$ cat src/rtl/gpio_ctrl.sv
// gpio_ctrl: synchronised 16-pin GPIO with INT0/INT1 edge/level interrupts and a pin-change IRQ.
// Warm-up after reset suppresses false edges from pins already high at reset exit.
module gpio_ctrl #(
  parameter int SYNC_STAGES = 2,
  parameter int INT0_PIN    = 14,
  parameter int INT1_PIN    = 15
) (
  input  logic        clk,
  input  logic        reset,
  input  logic [31:0] interrupt_mask,
  input  logic [15:0] pinchange_msk,
  input  logic [15:0] gpio_pins,
  output logic        irq_int0,
  output logic        irq_int1,
  output logic        irq_pinchange
);
  localparam int WARM = SYNC_STAGES + 1;
  localparam int CW   = $clog2(WARM + 1);
  logic [15:0]   sync_q [SYNC_STAGES];
  logic [15:0]   s, p_q;
  logic [CW-1:0] warm_q, warm_d;
  logic          done, int0_d, int1_d, pc_d, int0_q, int1_q, pc_q;
  logic          unused_ok;
  // sense: 00 rise, 01 fall, 10 any edge, 11 low level
  function automatic logic sel(input logic [1:0] sense, input logic cur, input logic prev);
    return sense == 2'b00 ? cur & ~prev :
           sense == 2'b01 ? ~cur & prev :
           sense == 2'b10 ? cur ^ prev  : ~cur;
  endfunction
  always_comb begin
    s      = sync_q[SYNC_STAGES-1];
    done   = warm_q == CW'(WARM);
    warm_d = done ? warm_q : warm_q + 1'b1;
    int0_d = done & interrupt_mask[0] & sel(interrupt_mask[3:2], s[INT0_PIN], p_q[INT0_PIN]);
    int1_d = done & interrupt_mask[1] & sel(interrupt_mask[5:4], s[INT1_PIN], p_q[INT1_PIN]);
    pc_d   = done & |((s ^ p_q) & pinchange_msk);
  end
  always_ff @(posedge clk or posedge reset)
    if (reset) begin
      for (int i = 0; i < SYNC_STAGES; i++) sync_q[i] <= '0;
      p_q    <= '0;
      warm_q <= '0;
      int0_q <= 1'b0;
      int1_q <= 1'b0;
      pc_q   <= 1'b0;
    end else begin
      sync_q[0] <= gpio_pins;
      for (int i = 1; i < SYNC_STAGES; i++) sync_q[i] <= sync_q[i-1];
      p_q    <= s;
      warm_q <= warm_d;
      int0_q <= int0_d;
      int1_q <= int1_d;
      pc_q   <= pc_d;
    end
  assign irq_int0      = int0_q;
  assign irq_int1      = int1_q;
  assign irq_pinchange = pc_q;
  assign unused_ok     = ^interrupt_mask[31:6];
endmodule

$ cat config.mk
export PLATFORM = sky130hd
export DESIGN_NAME = gpio_ctrl
export DESIGN_NICKNAME = d
export VERILOG_FILES = /design/src/rtl/gpio_ctrl.sv
export SDC_FILE = /design/constraint.sdc
export NUM_CORES = 1
export LEC_CHECK = 0
export CORE_ASPECT_RATIO = 1.5
export CORE_MARGIN = 5
export CORE_UTILIZATION = 25
export CTS_BUF_LIST = sky130_fd_sc_hd__clkbuf_8
export CTS_CLUSTER_DIAMETER = 120
export CTS_CLUSTER_SIZE = 40
export DETAILED_ROUTE_END_ITERATION = 8
export PLACE_DENSITY = 0.59
export SLEW_MARGIN = 20
export SYNTH_ARGS = -nofsm -noshare
export SYNTH_HDL_FRONTEND = slang
export SYNTH_SLANG_ARGS = --single-unit
$ cat constraint.sdc
create_clock -name clk -period 1.75 [get_ports clk]
set_input_delay 0.35 -clock clk [delete_from_list [all_inputs] [get_ports clk]]
set_output_delay 0.35 -clock clk [all_outputs]
set_load 0.01 [all_outputs]
==> results of run 1 <==
## power groups by stage
stage               Combinational [W]  Sequential [W]  Clock, W
floorplan                   0.0000692         0.00133         0
global placement             0.000203         0.00133         0
detailed placement           0.000204         0.00133         0
CTS                          0.000206         0.00131  0.000707
global route                 0.000224         0.00131  0.000752
finish                       0.000199         0.00131  0.000675
## metal layers
layer	vias to the layer above	routed length (µm)	GRT usage (%)
li1	444	-	-
met1	433	1160	8.81
met2	31	1340	9.90
met3	4	244	3.41
met4	0	44	3.44
met5	-	0	0
## registers in the layout, summed over array words and instances (netlist names)
signal,flops
p_q,16
s,16
sync_q,16
warm_q,2
irq_int0,1
irq_int1,1
irq_pinchange,1
## cells in the final DEF (no fill, tap or decap)
cell type and count:
nand4_1 1, xor2_1 14, buf_4 2, mux2_2 1, clkinvlp_4 1, ha_1 5, xnor2_1 1, clkbuf_8 6
o21ai_0 2, nand3_1 1, a222oi_1 2, inv_2 1, buf_12 2, nor2b_1 2, nand2_1 4, dfrtp_1 53
a211oi_1 4, a22oi_1 5, clkdlybuf4s50_1 42, o21a_1 1, inv_1 6
## synth_stat cells
master / instances
dfrtp_1: 53
xor2_1: 14
inv_1: 7
a22oi_1: 5
ha_1: 5
a211oi_1: 4
nand2_1: 4
a222oi_1: 2
nor2b_1: 2
o21ai_0: 2
mux2_2: 1
nand3_1: 1
nand4_1: 1
o21a_1: 1
xnor2_1: 1
## worst max-delay path: stages, from the launching register on
cell,delay [ps]
dfrtp_1,390
ha_1,270
inv_1,50
a222oi_1,390
nand4_1,160
o21a_1,210
## metrics by stage
stage          util, %  hold slack, ps  power, W  cells  setup WS [ps]
6_report          35.9             339   0.00218    232            176
3_3_place_gp      34.6             332   0.00153    225           50.5
5_1_grt           35.9             359   0.00229    232           71.4
4_1_cts           35.9             334   0.00222    232            136
2_1_floorplan        -             331   0.00140    103            114
3_5_place_dp      34.6             335   0.00154    225           61.7
## logic make-up after synthesis
logic type | after synthesis | synth area share [%]
compound gates | 14 | 6.18
xor+xnor | 15 | 7.72
buf+inv | 7 | 1.54
simple gates | 8 | 2.28
fa+ha+maj | 5 | 3.68
flops | 53 | 77.9
mux | 1 | 0.662
## layout make-up
cell class                      instances  area, µm²
Timing Repair Buffer                   46        475
Clock inverter                          1       7.51
Fill cell                             639       4210
Inverter                                7       26.3
Multi-Input combinational cell         43        349
Sequential cell                        53       1330
Tap cell                               76       95.1
Clock buffer                            6       82.6
## how the worst max path moves through the flow
stage | from | end | slack, ps
after floorplan | reset | irq_int0 | 110
after global placement | pinchange_msk[14] | irq_pinchange | 50
after detailed placement | pinchange_msk[14] | irq_pinchange | 60
after CTS | p_q[14] | irq_pinchange | 140
after global routing | s[14] | irq_pinchange | 70
final | p_q[14] | irq_pinchange | 180
==> results.toml, run 1 <==
[status]
outcome = "completed"

[routing]
routed_wl_mm = 2.79
wl_per_cell_um = 12.0
drtAntennaViolNets = 0
drc = 0
vias = 912
via_per_inst = 3.93
firstDrtPassIters = 4
drtIter0Drc = 15

[floorplan]
initial_core_util_pct = 25.9
io-pin-count = 69
die_y_um = 111
rows = 36
fp.dieW_um = 77.4
die-area_um2 = 8590
coreArea_um2 = 6580

[layout]
drive_gt1_share_pct = 8.33
area_growth_syn_to_layout_pct = 38.8
antenna_cells = 0
stdcell_area_um2 = 2360
layout.nets = 227

[power_and_ir_drop]
pwr-share-clk_pct = 30.9
total_leakage_power_nw = 1.03
p_sw_w = 0.000460
comb_power_share_pct = 9.1
ir_drop_mv = 0.578
power_density_nw_per_um2 = 924
p_seq_share_pct = 59.9
p_int_w = 0.00172
swShare_pct = 21.1

[sta]
skew_ps = 2.97
rsz0062_at_grt = "false"
finalSetupTns_ps = 0
period_minus_slack_ps = 1570
fin_crit_sh_pct = 89.9
final-setup-viol-count = 0
max_slew_margin_pct = 75.1
max_slew.worst_pin.slew_ps = 373
fmax_mhz = 635
hold_viol = 0
drv_slew = 0

[placed_design]
portBuffers = 42
hpwl_mm = 2.12
place.gp.congestion = 0.661
dpl_cell_area_um2 = 2270

[cts]
clock_latency_ps = 290
clockBufferDepth = 2
holdBufCountCts = 0
clock_sinks = 53
cts_buffers = 5
clockRootBuffer = "clkbuf_8"
cts_resized = 0
htreeDepth = 2
cts_tree = "built"
cts_setup_buffers = 0
clk_pin_slew_worst_paths_ps = 90

[critical_path]
crit_arrival_ps = 1770
start_kind = "flip-flop"
reg2regPathDepth = 5
crit_type = "flip-flop to flip-flop"
critPathMaxFanout = 2
r2r-start = "p_q[14]"
reg2reg_to = "irq_pinchange"
reg2reg_slack_ps = 180
crit_path_end_kind = "flip-flop"
required_ps = 1940

[logic_synthesis]
synthCells = 103
ys_types = 15
synth.area.top_cells = "dfrtp_1 78%, xor2_1 7.2%, ha_1 3.7%, a22oi_1 2.2%, a211oi_1 1.8%"
synth.avg_cell_area_um2 = 16.5
post-synth-top-area-cell = "dfrtp_1"
synth_seq_cells = 53
synth.cell_area_um2 = 1700
syn_nets = 174
synth_top_area_share_pct = 77.9
yosysWarnings = 0
ys_seq_area_share_pct = 77.9

[worst_hold_path]
min_path_type = "input pin to async pin"

[global_route]
grt_start_max_net_pins = 23
grtUsageTotal_pct = 7.00
grt_overflow = 0
grt_pass1_vias = 981
antenna_found_initial = 0
grt_pass1_wl_mm = 4.67

[flow_run]
maxCapViolations = 0
(Power assumes the default switching activity.)
==> run 2, diff against run 1 <==
--- a/config.mk
+++ b/config.mk
@@ -8,7 +8,7 @@
 export CORE_ASPECT_RATIO = 1.5
 export CORE_MARGIN = 5
 export CORE_UTILIZATION = 25
-export CTS_BUF_LIST = sky130_fd_sc_hd__clkbuf_8
+export CTS_BUF_LIST = sky130_fd_sc_hd__clkbuf_16
 export CTS_CLUSTER_DIAMETER = 120
 export CTS_CLUSTER_SIZE = 40
 export DETAILED_ROUTE_END_ITERATION = 8
==> run 2 against run 1 <==
  * Utilization increased by 0.70 points
  * Maximum frequency increased by 0.16%
  * Highest routed layer unchanged
  * Critical path type unchanged
  * Die area unchanged
==> results.toml, run 2 (synthesis gave the netlist of run 1 again) <==
[cts]
clockRootBuffer = "clkbuf_16"
clock_sinks = 53
cts_resized = 0
holdBufCountCts = 0
cts_buffers = 5
clockBufferDepth = 2
cts_tree = "built"
clock_latency_ps = 280
htreeDepth = 2
cts_setup_buffers = 0
clk_pin_slew_worst_paths_ps = 60

[routing]
drtIter0Drc = 25
routed_wl_mm = 2.82
drtAntennaViolNets = 0
drc = 0
firstDrtPassIters = 4
vias = 906
via_per_inst = 3.91
wl_per_cell_um = 12.1

[power_and_ir_drop]
pwr-share-clk_pct = 37.6
p_seq_share_pct = 54.1
power_w = 0.00242
comb_power_share_pct = 8.2
ir_drop_mv = 0.603
power_density_nw_per_um2 = 1000
total_leakage_power_nw = 1.05
p_int_w = 0.00193
p_sw_w = 0.000491
swShare_pct = 20.3

[critical_path]
r2r-start = "p_q[14]"
crit_path_end_kind = "flip-flop"
critPathLaunch = "p_q[14]"
required_ps = 1920
crit_arrival_ps = 1740
crit_type = "flip-flop to flip-flop"
reg2reg_to = "irq_pinchange"
slowest_stage = "a222oi_1"
cp-endpoint = "irq_pinchange"
critPathMaxFanout = 2
reg2reg_slack_ps = 180
slowest_delay_ps = 390
start_kind = "flip-flop"
reg2regPathDepth = 5
crit_chain = "ha_1 > inv_1 > a222oi_1 > nand4_1 > o21a_1"

[placed_design]
dp_slack_ps = 61.7
portBuffers = 42
place.gp.congestion = 0.661
hpwl_mm = 2.12

[sta]
skew_ps = 2.03
finalSetupTns_ps = 0
max_slew_margin_pct = 75.0
hold_viol = 0
fin_crit_sh_pct = 89.8
max_slew.worst_pin.slew_ps = 374
period_minus_slack_ps = 1570
rsz0062_at_grt = "false"
fmax_mhz = 636
drv_slew = 0
final-setup-viol-count = 0
layout_setup_ws_ps = 179

[floorplan]
die-area_um2 = 8590
die_y_um = 111
rows = 36
coreArea_um2 = 6580
io-pin-count = 69
fp.dieW_um = 77.4
initial_core_util_pct = 25.9

[layout]
layout.nets = 227
final_cell_mix = "53 x dfrtp_1, 42 x clkdlybuf4s50_1, 14 x xor2_1, 6 x inv_1"
fillers = 641
antenna_cells = 0
drive_gt1_share_pct = 7.69
final_common_cell = "dfrtp_1"
area_growth_syn_to_layout_pct = 41.5

[global_route]
grt_start_max_net_pins = 23
grt_pass1_wl_mm = 4.67
grt_pass1_vias = 985
antenna_found_initial = 0
grt_overflow = 0
grtUsageTotal_pct = 6.96

[worst_hold_path]
min_path_type = "flip-flop to flip-flop"

[flow_run]
maxCapViolations = 0

[status]
outcome = "completed"
## run 2: cell types whose count changed in the layout (fill, tap and decap cells not counted)
cell	change
clkbuf_8	-6
clkbuf_16	+5
clkinv_1	+1
## run 2: worst min-delay path by stage
stage | start | end | slack, ps | cells past startpoint
global placement | sync_q[26] | s[10] | 330 | 0
CTS | sync_q[27] | s[11] | 350 | 0
finish | sync_q[27] | s[11] | 350 | 0
floorplan | sync_q[16] | s[0] | 330 | 0
detailed placement | sync_q[31] | s[15] | 330 | 0
global route | sync_q[23] | s[7] | 350 | 0
## run 2: power by group through the flow
stage	registers [W]	clock network (W)	logic, W
6_report	0.00131	0.000911	0.000200
5_1_grt	0.00132	0.000981	0.000224
4_1_cts	0.00131	0.000944	0.000206
3_5_place_dp	0.00133	0	0.000204
3_3_place_gp	0.00133	0	0.000203
2_1_floorplan	0.00133	0	0.0000692
## run 2: layer usage
layer | vias to the layer above | track usage (%) | share of wire, %
met3 | 5 | 3.41 | 8.6
met4 | 0 | 3.10 | 1.6
li1 | 444 | - | -
met5 | - | 0 | 0
met1 | 426 | 8.60 | 42
met2 | 31 | 10.2 | 47
## run 2: stage by stage
stage	utilization, %	std cells	cell area, µm²	hold WS [ps]
after global placement	34.6	225	2270	332
after global routing	36.6	232	2410	352
after floorplan	-	103	1700	331
after detailed placement	34.6	225	2270	335
final	36.6	232	2410	347
after CTS	36.6	232	2410	347
## run 2: critical path: cells and delay by family (launching register included)
family / cells / cell delay, ps
adders and majority gates: 1 / 270
and+or+nand+nor: 1 / 160
buffers and inverters: 1 / 50
DFF: 1 / 380
AOI/OAI and AO/OA: 2 / 600
## run 2: layout make-up
cell class	instances	area (µm²)	share of cell area, %
Inverter	7	26.3	1.09
Clock inverter	2	11.3	0.468
Multi-Input combinational cell	43	349	14.5
Tap cell	76	95.1	3.95
Timing Repair Buffer	46	475	19.7
Sequential cell	53	1330	55.1
Clock buffer	5	125	5.19
